<file path="config.mk">
export PLATFORM = sky130hd
export DESIGN_NAME = radix2_butterfly
export DESIGN_NICKNAME = d
export VERILOG_FILES = /design/src/rtl/radix2_butterfly.sv
export SDC_FILE = /design/constraint.sdc
export NUM_CORES = 1
export LEC_CHECK = 0
export CORE_MARGIN = 2
export CORE_UTILIZATION = 55
export DETAILED_ROUTE_END_ITERATION = 16
export PLACE_DENSITY = 0.81
export REMOVE_ABC_BUFFERS = 1
export SLEW_MARGIN = 10
export SYNTH_ARGS = -nofsm -noshare
export SYNTH_HDL_FRONTEND = slang
export SYNTH_SLANG_ARGS = --single-unit
</file>
<file path="constraint.sdc">
create_clock -name clk -period 4.7 [get_ports clk]
set_input_delay 0.47 -clock clk [delete_from_list [all_inputs] [get_ports clk]]
set_output_delay 0.47 -clock clk [all_outputs]
set_load 0.02 [all_outputs]
</file>
<file path="src/rtl/radix2_butterfly.sv">
// Radix-2 DIT butterfly: X0 = A + W*B, X1 = A - W*B, around an external Q15 complex multiplier.
// Optional BFLY_ROUND_EN: the scale-by-1/2 path rounds half up instead of truncating.
module bfly_lane #(
  parameter int WIDTH = 16
) (
  input  logic [WIDTH-1:0] a_i,
  input  logic [WIDTH-1:0] p_i,
  input  logic             scale_i,
  output logic [WIDTH-1:0] x0_o,
  output logic [WIDTH-1:0] x1_o,
  output logic             ovf_o
);
  logic [WIDTH:0] sum, dif, r0, r1;

  // Returns {clipped, value}; top two bits of the WIDTH+1 result disagreeing means out of range.
  function automatic logic [WIDTH:0] fit(input logic [WIDTH:0] s, input logic sc);
    if (sc) begin
`ifdef BFLY_ROUND_EN
      return {1'b0, s[WIDTH:1] + {{(WIDTH-1){1'b0}}, s[0]}};
`else
      return {1'b0, s[WIDTH:1]};
`endif
    end
    if (s[WIDTH:WIDTH-1] == 2'b01) return {2'b10, {(WIDTH-1){1'b1}}};
    if (s[WIDTH:WIDTH-1] == 2'b10) return {2'b11, {(WIDTH-1){1'b0}}};
    return {1'b0, s[WIDTH-1:0]};
  endfunction

  always_comb begin
    sum   = {a_i[WIDTH-1], a_i} + {p_i[WIDTH-1], p_i};
    dif   = {a_i[WIDTH-1], a_i} - {p_i[WIDTH-1], p_i};
    r0    = fit(sum, scale_i);
    r1    = fit(dif, scale_i);
    x0_o  = r0[WIDTH-1:0];
    x1_o  = r1[WIDTH-1:0];
    ovf_o = r0[WIDTH] | r1[WIDTH];
  end
endmodule

module radix2_butterfly #(
  parameter int WIDTH      = 16,
  parameter int MUL_LAT    = 1,
  parameter int FIFO_DEPTH = 4
) (
  input  logic             clk,
  input  logic             rst_n,
  input  logic             in_valid,
  output logic             in_ready,
  input  logic [WIDTH-1:0] in_a_real,
  input  logic [WIDTH-1:0] in_a_imag,
  input  logic [WIDTH-1:0] in_b_real,
  input  logic [WIDTH-1:0] in_b_imag,
  input  logic [WIDTH-1:0] in_w_real,
  input  logic [WIDTH-1:0] in_w_imag,
  input  logic             in_scale,
  output logic             mul_en,
  output logic [WIDTH-1:0] mul_a_real,
  output logic [WIDTH-1:0] mul_a_imag,
  output logic [WIDTH-1:0] mul_b_real,
  output logic [WIDTH-1:0] mul_b_imag,
  input  logic [WIDTH-1:0] mul_res_real,
  input  logic [WIDTH-1:0] mul_res_imag,
  input  logic             mul_valid,
  output logic             out_valid,
  input  logic             out_ready,
  output logic [WIDTH-1:0] out_x0_real,
  output logic [WIDTH-1:0] out_x0_imag,
  output logic [WIDTH-1:0] out_x1_real,
  output logic [WIDTH-1:0] out_x1_imag,
  output logic             ovf_sticky,
  input  logic             ovf_clear
);
  localparam int AW = (FIFO_DEPTH > 1) ? $clog2(FIFO_DEPTH) : 1;
  localparam int CW = AW + 1;

  typedef struct packed {
    logic [WIDTH-1:0] x0r, x0i, x1r, x1i;
  } ent_t;

  typedef struct packed {
    logic                  sc;
    logic [1:0][WIDTH-1:0] a;   // [1] real, [0] imag
  } dly_t;

  logic                  acc, push, pop, credit_ok, ovf_q;
  logic [1:0][WIDTH-1:0] p, x0, x1;
  logic [1:0]            lovf;
  dly_t                  dly_q [MUL_LAT];
  ent_t                  mem_q [FIFO_DEPTH];
  logic [AW-1:0]         wr_q, rd_q;
  logic [CW-1:0]         cnt_q, cnt_d, infl_q, infl_d;

  // Credit counts only registered state: a same-cycle pop does not free a slot early.
  assign credit_ok = ({1'b0, cnt_q} + {1'b0, infl_q}) < (CW+1)'(FIFO_DEPTH);
  assign in_ready  = rst_n & credit_ok;
  assign acc       = in_valid & in_ready;
  assign push      = mul_valid & (infl_q != '0);
  assign out_valid = (cnt_q != '0);
  assign pop       = out_valid & out_ready;

  assign mul_en     = acc;
  assign mul_a_real = acc ? in_b_real : '0;
  assign mul_a_imag = acc ? in_b_imag : '0;
  assign mul_b_real = acc ? in_w_real : '0;
  assign mul_b_imag = acc ? in_w_imag : '0;

  // A and scale ride a fixed-depth delay matching the multiplier latency.
  always_ff @(posedge clk or negedge rst_n) begin
    if (!rst_n) begin
      for (int i = 0; i < MUL_LAT; i++) dly_q[i] <= '0;
    end else begin
      dly_q[0] <= {in_scale, in_a_real, in_a_imag};
      for (int i = 1; i < MUL_LAT; i++) dly_q[i] <= dly_q[i-1];
    end
  end

  assign p = {mul_res_real, mul_res_imag};

  for (genvar g = 0; g < 2; g++) begin : g_lane
    bfly_lane #(.WIDTH(WIDTH)) u_lane (
      .a_i    (dly_q[MUL_LAT-1].a[g]),
      .p_i    (p[g]),
      .scale_i(dly_q[MUL_LAT-1].sc),
      .x0_o   (x0[g]),
      .x1_o   (x1[g]),
      .ovf_o  (lovf[g])
    );
  end

  always_comb begin
    cnt_d  = cnt_q;
    infl_d = infl_q;
    case ({push, pop})
      2'b10:   cnt_d = cnt_q + CW'(1);
      2'b01:   cnt_d = cnt_q - CW'(1);
      default: ;
    endcase
    case ({acc, push})
      2'b10:   infl_d = infl_q + CW'(1);
      2'b01:   infl_d = infl_q - CW'(1);
      default: ;
    endcase
  end

  always_ff @(posedge clk or negedge rst_n) begin
    if (!rst_n) begin
      for (int i = 0; i < FIFO_DEPTH; i++) mem_q[i] <= '0;
      wr_q   <= '0;
      rd_q   <= '0;
      cnt_q  <= '0;
      infl_q <= '0;
      ovf_q  <= 1'b0;
    end else begin
      if (push) begin
        mem_q[wr_q] <= '{x0r: x0[1], x0i: x0[0], x1r: x1[1], x1i: x1[0]};
        wr_q        <= wr_q + AW'(1);
      end
      if (pop) rd_q <= rd_q + AW'(1);
      cnt_q  <= cnt_d;
      infl_q <= infl_d;
      if (push && (|lovf)) ovf_q <= 1'b1;
      else if (ovf_clear)  ovf_q <= 1'b0;
    end
  end

  assign out_x0_real = mem_q[rd_q].x0r;
  assign out_x0_imag = mem_q[rd_q].x0i;
  assign out_x1_real = mem_q[rd_q].x1r;
  assign out_x1_imag = mem_q[rd_q].x1i;
  assign ovf_sticky  = ovf_q;
endmodule

</file>
---- Yosys cells after proc, flatten, opt, wreduce, memory -nomap -nowiden ----
Cells that the tools add are included.
operators by class
  $add $sub $neg .......................... 11
  magnitude comparators ................... 4
  equal/unequal tests ..................... 12
  muxes and demuxes ....................... 59
  bitwise logic cells ..................... 8
  reductions and logical operators ........ 8
operators by type and width
  kind                                                        number
  two-way mux 17 bit                                          24
  bitwise mux 256 bit                                         1
  two-way mux 64 bit                                          3
  binary-select mux 64 bit (select 2 bit)                     1
  demux 64 bit (select 2 bit)                                 1
  two-way mux 16 bit                                          4
  adder 16 x 16 -> 17 bit                                     2
  subtractor 16 x 16 -> 17 bit                                2
  two-way mux 1 bit                                           23
  equality test 2 x 1 -> 1 bit, second input constant         6
  equality test 2 bit, second input constant                  6
  case mux 3 bit (2 select lines)                             2
  adder 3 x 1 -> 3 bit, second input constant                 2
  >= comparator 3 bit, second input constant                  2
  inverter 2 -> 3 bit                                         2
  nonzero test 2 bit                                          3
  nonzero test 3 bit                                          2
  subtractor 3 x 1 -> 3 bit, second input constant            2
  adder 2 x 1 -> 2 bit, second input constant                 2
  adder 3 x 3 -> 4 bit                                        1
  bitwise AND 1 bit                                           4
  less-than comparator 4 x 3 -> 1 bit, second input constant  1
  less-than comparator 3 x 1 -> 1 bit, second input constant  1
  logical AND 1 bit                                           2
  other kinds (2)                                             3
storage, ports and cells
  flip-flop bits (word level) ............. 300
  input port bits ......................... 135
  output and inout port bits .............. 132

---- Depth between registers and ports, before layout ----
  depth in word-level cells ............... 13
  depth in mapped cells ................... 18
  depth with buffers taken out ............ 17

---- By module ----
Synthesis repeated with hierarchy kept, for this count alone.
second synthesis, totals
  cells, all modules ...................... 1,496
  area, all modules ....................... 17,790.8 um^2
by module, submodules not included
  module                        times used  cells an instance  area each (um^2)  sequential area each (um^2)
  radix2_butterfly              1           779                12,923.6          7,507.2
  bfly_lane (g_lane[1].u_lane)  1           377                2,563.7           0.0
  bfly_lane (g_lane[0].u_lane)  1           340                2,303.5           0.0

---- Least setup slack after synthesis ----
Ideal clock, no wire load.
  kind .................................... input -> register
  start point ............................. input port mul_res_real[0]
  end point ............................... register mem_q[222] (netlist bit)
  setup time .............................. 0.133 ns
  arrival time ............................ 3.394 ns
  required time ........................... 4.567 ns
  path slack .............................. 1.173 ns
  stages on the path ...................... 16
  buffers on the path ..................... 0
  cells stage by stage .................... ha_1 inv_1 fa_1 a21oi_1 o22a_1 o41ai_4 a21o_1 a2111oi_2 a21o_1 inv_1 ha_1 nor2_1 o21ai_0 or3_1 o211ai_1 o21ai_0
between the ends
  word-level cells in the longest chain between the ends .. 9
  elaborated cells on any way between the ends .. 15
  classes of those cells .................. 1 x add/sub; 2 x eq/ne; 12 x mux
RTL lines
  item                              RTL line  source
  from (decl)                       61        input logic [WIDTH-1:0] mul_res_real,
  subtractor 16 x 16 -> 17 bit (*)  31        dif = {a_i[WIDTH-1], a_i} - {p_i[WIDTH-1], p_i};
  equality test 2 bit               25        if (s[WIDTH:WIDTH-1] == 2'b10) return {2'b11, {(WIDTH-1){1'b0}}};
  two-way mux 1 bit (2 in a row)    25
  two-way mux 1 bit                 24        if (s[WIDTH:WIDTH-1] == 2'b01) return {2'b10, {(WIDTH-1){1'b1}}};
  two-way mux 17 bit                26        return {1'b0, s[WIDTH-1:0]};
  two-way mux 17 bit                25
  two-way mux 17 bit (*)            24
  bitwise mux 256 bit (*)           155       mem_q[wr_q] <= '{x0r: x0[1], x0i: x0[0], x1r: x1[1], x1i: x1[0]};
  to (signal, indexed assignment)   155
  to (decl)                         89        ent_t mem_q [FIFO_DEPTH];
Every way passes the cells marked *; elsewhere a longest branch is shown, timed or not. The select of a mux whose other input is x is not followed.
A chain may end at the register's enable or synchronous reset.

---- Worst setup path after layout ----
  start point ............................. input port mul_res_imag[4]
  end point ............................... register mem_q[110] (netlist bit)
between the ends
  word-level cells in the longest chain between the ends .. 9
  elaborated cells on any way between the ends .. 15
  classes of those cells .................. 1 x add/sub; 2 x eq/ne; 12 x mux
RTL lines
  item                            RTL line  source
  from (decl)                     62        input logic [WIDTH-1:0] mul_res_imag,
  adder 16 x 16 -> 17 bit (*)     30        sum = {a_i[WIDTH-1], a_i} + {p_i[WIDTH-1], p_i};
  equality test 2 bit             25
  two-way mux 1 bit (2 in a row)  25
  two-way mux 1 bit               24
  two-way mux 17 bit              26
  two-way mux 17 bit              25
  two-way mux 17 bit (*)          24
  bitwise mux 256 bit (*)         155
Marked as above.

==> results_dict.tcl <==
set metrics [dict create \
    status "completed" \
    die_w_um 182.6 \
    critPathArrivalTime_ns 4.47 \
    antenna_cells 0 \
    cts.sinks 300 \
    antenna_found_initial 0 \
    rows 65 \
    hpwlAfterDp_mm 34.29 \
    critPathCaptureType "register" \
    avgSynthCellArea_um2 9.394 \
    clockBufferDepth 3 \
    gp_congestion 0.9904 \
    cp.required_ns 5.08 \
    synth_top_area_share_pct 42.81 \
    drc 0 \
    fin_crit_ns 4.084 \
    dp.cells 2456 \
    initial_core_util_pct 55.72 \
    overflow 0 \
    fin_ws_ns 0.6165 \
    core_area_um2 31470 \
    layout_common_cells "299 x nand2_1, 297 x dfrtp_1, 281 x o21ai_0" \
    wl_mm 47.90 \
    finalSetupTns_ns 0 \
    grt.total_usage_pct 29.12 \
    yosys.area.top_type "dfrtp_1" \
    ys_ff_latch 300 \
    ant_nets 0 \
    htreeDepth 2 \
    regToRegStartpoint "dly_q[4]" \
    ys_async_sr_fraction_pct 100.0 \
    worst-setup-path-type "in2reg" \
    synth_area_leaders "dfrtp_1 43%, mux4_2 8.2%, o21ai_0 8.0%, nand2_1 6.5%, ha_1 6.0%" \
    rsz0062_at_grt "false" \
    vias 15044 \
    period_share_pct 86.88 \
    vias_per_cell 5.972 \
    hold_depth 1 \
    grt_pass1_wl_mm 77.93 \
    synth_top_family_by_area "compound AO/OA/AOI/OAI gates" \
    clock.fmax_mhz 244.9 \
    dieArea_um2 33330 \
    final_nets 2316 \
    p_leak_uw 0.009902 \
    firstDrtPassIters 7 \
    cts_buffers 34 \
    cp_max_fo 9 \
    cts_root_buf "clkbuf_16" \
    pin_count 267 \
    hold_path_startpoint "in_a_real[3]" \
    cts_tree "done" \
    final_core_util_pct 69.33 \
    cts.reportedPaths.clkPinSlew_ns 0.06 \
    hold_class "in2reg" \
    synth-compound-area-share_pct 18.74 \
    wl_per_cell_um 19.02 \
    hold_path_end "dly_q[19]" \
    final_hold_viol_count 0 \
    power_uw 13580 \
    layout.cells.non_filler 2519 \
    slew_headroom_pct 26.13 \
    cts_setup_buffers 0 \
    worstSetupStartpointType "primary input" \
    yosys_warnings 0 \
    layout_commonest_cell "nand2_1" \
    setup_viol 0 \
    rrSetupSlack_ns 0.72 \
    drv_slew 0 \
    fill_cells 2393 \
    place_ws_ns 0.2590 \
    r2r_end "mem_q[110]" \
    clock_skew_ns 0.009736 \
    clk_latency_ns 0.52 \
    grt_max_degree 185 \
    ff2ff_path_depth 13 \
    maxCapViolCount 0 \
    postSynthCellCount 1867 \
    yosysUniqueCellTypes 83 \
    die_y_um 182.6 \
    power_per_cell_area_nw_per_um2 622.1 \
    drive_gt1_share_pct 10.01 \
    io_buffers 266 \
    synth-seq-area-share_pct 42.81 \
    grt_pass1_vias 15016 \
    synth_top_flop_cell "dfrtp_1" \
    synth_edf_count 0 \
    synthToLayoutAreaGrowth_pct 24.43 \
    synthesis.area_um2 17540 \
    worst_slew_pin_slew_ns 1.080 \
    drtIter0Drc 1138 \
    synthMuxAreaShare_pct 9.153 \
    vdd_drop_max_v 0.0004289 \
    synth-simple-area-share_pct 15.16 \
    synth_xor_area_share_pct 2.497 \
    synth_fa_ha_area_share_pct 6.678 \
]
==> final cells by class <==
cell class,count,area (um2),share of cell area (%)
clock buffer,47,969.7,4.444
inverter,92,345.3,1.582
tap,402,503.0,2.305
multi-input combinational,1345,9205,42.18
sequential,300,7513,34.43
clock inverter,15,187.7,0.8600
timing repair buffer,318,3098,14.20
==> routing by layer <==
layer  track usage (%)  vias up  routed length (um)
met5                 0        -                   0
met4             9.903        0                1428
met3             4.630       80                3509
met2             48.93      640               23180
met1             38.70     7284               19780
li1                  -     7040                   -
==> logic make-up (layout without fill, tap and decap cells) <==
family,count (synthesis),in the layout
buffers and inverters,222,472
AOI/OAI and AO/OA,536,536
muxes,80,80
and+or+nand+nor,589,589
adders and majority gates,90,90
xor gates and xnor gates,50,50
DFF,300,300
==> stage by stage <==
step | hold slack [ns] | area (um2)
2_1_floorplan | 0.1744 | 17010
3_3_place_gp | 0.3789 | 20650
3_5_place_dp | 0.3849 | 20650
4_1_cts | 0.3715 | 21820
5_1_grt | 0.3734 | 21820
6_report | 0.3823 | 21820
==> worst max-delay path, cell delays in order <==
cell and delay [ns]:
clkdlybuf4s50_1 0.50, inv_1 0.07, ha_1 0.47, nand2b_1 0.13, a211oi_1 0.29, a31oi_2 0.10
a41oi_1 0.41, o21ai_0 0.26, xnor2_1 0.38, inv_1 0.09, ha_1 0.34, nor2_1 0.34
nand2_1 0.18, a211oi_1 0.33, a211oi_1 0.11
==> what timing repair did <==
item,in CTS,in global routing
gates resized for setup,0,0
endpoints found under the hold margin,43,0
hold buffers,1,0
==> how the worst max path moves through the flow <==
stage,from,endpoint,slack [ns]
after floorplan,cnt_q[2],infl_q[1],0.24
after global placement,mul_res_real[0],mem_q[29],0.42
after detailed placement,mul_res_imag[4],mem_q[37],0.26
after CTS,mul_res_imag[4],mem_q[110],0.69
after global routing,mul_res_imag[4],mem_q[110],0.36
final,mul_res_imag[4],mem_q[110],0.62
==> synthesized netlist by cell type (all sizes together) (7+ instances only) <==
library cell,count
nand3,16
nor2,102
nor3,19
o211ai,9
nand2b,8
mux2i,13
a31oi,11
dfrtp,300
and3,68
ha,84
xnor2,41
nand4,7
o21ai,292
nor2b,13
nand2,303
clkbuf,88
and2,11
a211oi,24
or3,17
a21o,17
buf,42
inv,87
a21oi,70
or2,8
o31ai,33
mux4,64
xor2,9
==> power breakdown <==
part / total (uW) / switching [uW] / internal, uW
combinational: 6420 / 3460 / 2970
clock: 2720 / 1090 / 1630
sequential: 4430 / 715 / 3720
==> sequential cells by signal, summed over array words and instances, names as in the netlist <==
signal	flops
mem_q	256
dly_q	33
ovf_sticky	1
cnt_q	3
wr_q	2
infl_q	3
rd_q	2
Power figures use the tool's default switching activity.
